### config.mk
export PLATFORM = sky130hd
export DESIGN_NAME = parking_gate_ctrl
export DESIGN_NICKNAME = d
export VERILOG_FILES = /design/src/rtl/parking_pkg.sv /design/src/rtl/parking_gate_fsm.sv /design/src/rtl/parking_gate_ctrl.sv
export SDC_FILE = /design/constraint.sdc
export NUM_CORES = 1
export LEC_CHECK = 0
export ABC_AREA = 1
export CAP_MARGIN = 20
export CORE_ASPECT_RATIO = 1.5
export CORE_MARGIN = 4
export CORE_UTILIZATION = 50
export DETAILED_ROUTE_END_ITERATION = 16
export PLACE_DENSITY = 0.74
export SKIP_CTS_REPAIR_TIMING = 1
export SLEW_MARGIN = 10
export SYNTH_ARGS = -nofsm -noshare
export SYNTH_HDL_FRONTEND = slang
export SYNTH_HIERARCHICAL = 1
export SYNTH_SLANG_ARGS = --single-unit
export TNS_END_PERCENT = 1
### constraint.sdc
create_clock -name clk -period 2.5 [get_ports clk]
set_clock_uncertainty 0.2 [all_clocks]
set_input_delay 0.5 -clock clk [delete_from_list [all_inputs] [get_ports clk]]
set_output_delay 0.5 -clock clk [all_outputs]
set_load 0.03 [all_outputs]
### src/rtl/parking_pkg.sv
// Shared types and defaults for the parking gate controller.
// The gate state enum is shared by both gate FSMs.
package parking_pkg;

  typedef enum logic [2:0] {
    IDLE   = 3'd0,
    OPEN   = 3'd1,
    REPORT = 3'd2,
    CLOSE  = 3'd3,
    DENY   = 3'd4
  } gate_state_t;

  localparam int unsigned OPEN_TIMEOUT_DEFAULT = 20;

endpackage : parking_pkg

### src/rtl/parking_gate_fsm.sv
// One gate controller: admits (optionally checking space), holds the barrier
// open until the car passes or the timer expires, then reports the event.
module parking_gate_fsm
  import parking_pkg::*;
#(
  parameter int unsigned OPEN_TIMEOUT = OPEN_TIMEOUT_DEFAULT,
  parameter bit          CHECK_SPACE  = 1'b1
) (
  input  logic clk,
  input  logic reset,
  input  logic req,
  input  logic is_uni,
  input  logic pass,
  input  logic space_ok,
  input  logic hold_report,
  output logic gate_open,
  output logic car_event,
  output logic car_cls,
  output logic denied,
  output logic timeout
);

  localparam int unsigned     TW         = $clog2(OPEN_TIMEOUT);
  localparam logic [TW-1:0]   TIMER_LAST = TW'(OPEN_TIMEOUT - 1);

  gate_state_t   state_q, state_d;
  logic [TW-1:0] timer_q, timer_d;
  logic          cls_q, cls_d;
  logic          timeout_q, timeout_d;

  // NOTE: reset is sampled on the clock edge; it clears every register,
  // so an aborted transaction leaves no pending pulse behind.
  always_ff @(posedge clk) begin
    if (!reset) begin
      state_q   <= IDLE;
      timer_q   <= '0;
      cls_q     <= 1'b0;
      timeout_q <= 1'b0;
    end else begin
      // NOTE: non-blocking assignments so every register updates from
      // the same pre-edge values regardless of statement order.
      state_q   <= state_d;
      timer_q   <= timer_d;
      cls_q     <= cls_d;
      timeout_q <= timeout_d;
    end
  end

  always_comb begin
    // NOTE: every comb output gets a default first, so no path infers a latch.
    state_d   = state_q;
    timer_d   = timer_q;
    cls_d     = cls_q;
    timeout_d = 1'b0;
    unique case (state_q)
      IDLE: begin
        if (req) begin
          cls_d   = is_uni;
          timer_d = '0;
          state_d = (!CHECK_SPACE || space_ok) ? OPEN : DENY;
        end
      end
      DENY: state_d = CLOSE;
      OPEN: begin
        // A pass on the final open cycle still wins over the timeout.
        if (pass) begin
          state_d = REPORT;
        end else if (timer_q == TIMER_LAST) begin
          state_d   = CLOSE;
          timeout_d = 1'b1;
        end else begin
          timer_d = timer_q + 1'b1;
        end
      end
      REPORT: begin
        if (!hold_report) state_d = CLOSE;
      end
      CLOSE: begin
        if (!req) state_d = IDLE;
      end
      default: state_d = IDLE;
    endcase
  end

  // Moore outputs; hold_report comes from the other gate's state register.
  always_comb begin
    gate_open = (state_q == OPEN);
    car_event = (state_q == REPORT) && !hold_report;
    car_cls   = cls_q;
    denied    = (state_q == DENY);
    timeout   = timeout_q;
  end

endmodule : parking_gate_fsm

### src/rtl/parking_gate_ctrl.sv
// Entry/exit gate controller feeding the occupancy counter's event inputs.
// Entry events defer one cycle when they would collide with an exit event.
module parking_gate_ctrl
  import parking_pkg::*;
#(
  parameter int unsigned OPEN_TIMEOUT = OPEN_TIMEOUT_DEFAULT
) (
  input  logic clk,
  input  logic reset,
  input  logic entry_req,
  input  logic entry_is_uni,
  input  logic entry_pass,
  input  logic exit_req,
  input  logic exit_is_uni,
  input  logic exit_pass,
  input  logic uni_is_vacated_space,
  input  logic is_vacated_space,
  output logic entry_gate_open,
  output logic exit_gate_open,
  output logic car_entered,
  output logic is_uni_car_entered,
  output logic car_exited,
  output logic is_uni_car_exited,
  output logic entry_denied,
  output logic entry_timeout,
  output logic exit_timeout
);

  logic entry_space_ok;
  logic entry_event, entry_cls;
  logic exit_event, exit_cls;

  assign entry_space_ok = entry_is_uni ? uni_is_vacated_space : is_vacated_space;

  // The exit gate never holds, so its event pulse equals "exit in REPORT".
  parking_gate_fsm #(
    .OPEN_TIMEOUT (OPEN_TIMEOUT),
    .CHECK_SPACE  (1'b1)
  ) u_entry (
    .clk         (clk),
    .reset       (reset),
    .req         (entry_req),
    .is_uni      (entry_is_uni),
    .pass        (entry_pass),
    .space_ok    (entry_space_ok),
    .hold_report (exit_event),
    .gate_open   (entry_gate_open),
    .car_event   (entry_event),
    .car_cls     (entry_cls),
    .denied      (entry_denied),
    .timeout     (entry_timeout)
  );

  parking_gate_fsm #(
    .OPEN_TIMEOUT (OPEN_TIMEOUT),
    .CHECK_SPACE  (1'b0)
  ) u_exit (
    .clk         (clk),
    .reset       (reset),
    .req         (exit_req),
    .is_uni      (exit_is_uni),
    .pass        (exit_pass),
    .space_ok    (1'b1),
    .hold_report (1'b0),
    .gate_open   (exit_gate_open),
    .car_event   (exit_event),
    .car_cls     (exit_cls),
    .denied      (),
    .timeout     (exit_timeout)
  );

  always_comb begin
    car_entered        = entry_event;
    is_uni_car_entered = entry_event & entry_cls;
    car_exited         = exit_event;
    is_uni_car_exited  = exit_event & exit_cls;
  end

endmodule : parking_gate_ctrl
==> impl_metrics.json <==
{
  "outcome": "completed",
  "route.detailed.drc": 0,
  "cap_violations": 0,
  "internal-power_uw": 805.8,
  "coreArea_um2": 2450,
  "syn_area_um2": 1277,
  "grt_overflow": 0,
  "post-dp-hpwl_um": 2094,
  "clk_latency_ns": 0.29,
  "die_y_um": 69.91,
  "track_usage": 0.1629,
  "ioPinCount": 19,
  "clock_path_buffers": 2,
  "clock-sinks": 19,
  "fin_nets": 234,
  "numCtsBuffers": 3,
  "drt_wl_total_um": 2642,
  "start_util": 0.5215,
  "dr.pass1.iters": 6,
  "max_freq_ghz": 0.4109,
  "areaGrowthSynthToFinish_pct": 19.10,
  "end_kind": "primary output",
  "worstReg2RegEnd": "u_entry/state_q[1]",
  "finalCritPeriodShare": 0.9735,
  "port_buffers": 18,
  "cts-root-buf": "clkbuf_4",
  "whs_ns": 0.2773,
  "drt_iter0_markers": 29,
  "grt_antenna_before_repair": 0,
  "utilization": 0.6210,
  "arrival_ns": 1.73,
  "crit_required_ns": 1.80,
  "cts.clk_slew.worst_paths_ns": 0.11,
  "hold_path_class": "reg -> reg",
  "rr_worst_depth": 11,
  "power_frac_clock": 0.101,
  "vias_per_cell": 5.108,
  "worst-r2r-setup-slack_ns": 0.79,
  "p_comb_frac": 0.579,
  "multiInputGateArea_um2": 759.5,
  "routedWlPerCell_um": 10.96,
  "cts_tree": "yes",
  "ctsHtreeMaxLevel": 1,
  "setup_viol": 0,
  "placed_cells": 237,
  "min_to": "u_exit/car_cls",
  "gp_congestion": 0.8845,
  "path_max_fanout": 5,
  "dieArea_um2": 3444,
  "worst_setup_path_start_kind": "flop",
  "drive_above_1_share": 0.1336,
  "grt_pass1_vias": 1134,
  "worstHoldPathCells": 2,
  "grt_first_pass_wirelength_um": 4567,
  "switching_share": 0.4846,
  "fp-row-count": 22,
  "finalNonFillerCells": 241,
  "seq_area_um2": 380.4,
  "path_class": "reg -> out",
  "postSynthAreaPerCell_um2": 6.585,
  "synthesis.instances": 194,
  "min_period_ns": 2.434,
  "irDropWorstVdd_mv": 0.5697,
  "vias": 1231,
  "die_w_um": 49.27,
  "timing.rr.start": "u_exit/state_q[0]",
  "min_from": "u_exit/car_cls",
  "ant_nets": 0,
  "yosysWarnings": 6,
  "leakage_uw": 0.0008050,
  "seqPwrFrac": 0.320,
  "hold_viol": 0,
  "grt_max_degree": 12,
  "diodes": 0,
  "power.density_nw_per_um2": 1028,
  "fillCellCount": 241,
  "slew_violations": 0,
  "p_sw_uw": 757.7
}
==> per-stage QoR <==
step / TNS [ns] / instance area [um2] / total power (uW) / setup WS, ns
finish: 0 / 1521 / 1564 / 0.06621
global route: -0.002617 / 1521 / 1723 / -0.002617
CTS: -0.6382 / 1511 / 1579 / -0.2157
detailed placement: 0 / 1484 / 1413 / 0.1271
global placement: 0 / 1484 / 1382 / 0.1764
floorplan: 0 / 1281 / 1208 / 0.1026
==> routing by layer <==
layer,GRT usage,vias to the layer above,part of all wire
met1,0.1744,544,0.41
li1,-,665,-
met3,0.01919,4,0.022
met4,0.06962,0,0.017
met5,0,-,0
met2,0.3090,18,0.55
==> cell usage in the layout, fill, tap and decap left out, drive strengths merged <==
cell type / instances
a21o: 1
a21oi: 14
buf: 2
clkbuf: 3
clkdlybuf4s50: 14
clkinv: 1
conb: 2
dfxtp: 19
dlymetal6s2s: 4
ha: 6
inv: 31
nand2: 50
nand3: 28
nand4: 3
nor2: 27
nor3: 3
nor4: 1
o211ai: 2
o21ai: 3
o21bai: 1
or2: 1
xnor2: 1
==> power by group through the flow <==
stage / clock, uW / sequential [uW] / combinational, uW
final: 158 / 500 / 906
after global routing: 175 / 511 / 1040
after CTS: 167 / 499 / 913
after detailed placement: 0 / 504 / 908
after global placement: 0 / 497 / 885
after floorplan: 0 / 480 / 728
==> cell type report <==
type / count / area share
clock buffers: 3 / 0.01480
clock inverters: 1 / 0.003289
flip-flops and latches: 19 / 0.2500
inverters: 31 / 0.07812
repair buffers: 20 / 0.1349
multi-input cells: 143 / 0.4992
well taps: 24 / 0.01974
==> worst max-delay path by stage <==
stage                     cells after the start                 end                from  slack (ns)
after CTS                                     8  is_uni_car_entered   u_exit/state_q[0]       -0.22
final                                         4        entry_denied  u_entry/state_q[0]        0.07
after floorplan                               7  is_uni_car_entered   u_exit/state_q[0]        0.10
after detailed placement                      8  is_uni_car_entered   u_exit/state_q[0]        0.13
after global placement                        8  is_uni_car_entered   u_exit/state_q[0]        0.18
after global routing                          4        entry_denied  u_entry/state_q[0]      -0.003
==> sequential cells by signal, indices dropped and copies added, names as in the netlist <==
register,flops
u_entry/car_cls,1
u_exit/state_q,2
u_entry/state_q,3
u_entry/timer_q,5
u_entry/timeout,1
u_exit/car_cls,1
u_exit/timeout,1
u_exit/timer_q,5
==> worst max-delay path, stage by stage, from the launching register on <==
cell             delay, ns
dfxtp_1               0.38
nor2_1                0.23
nand2_1               0.10
inv_1                 0.06
clkdlybuf4s50_1       0.66
Power figures use the tool's default switching activity.
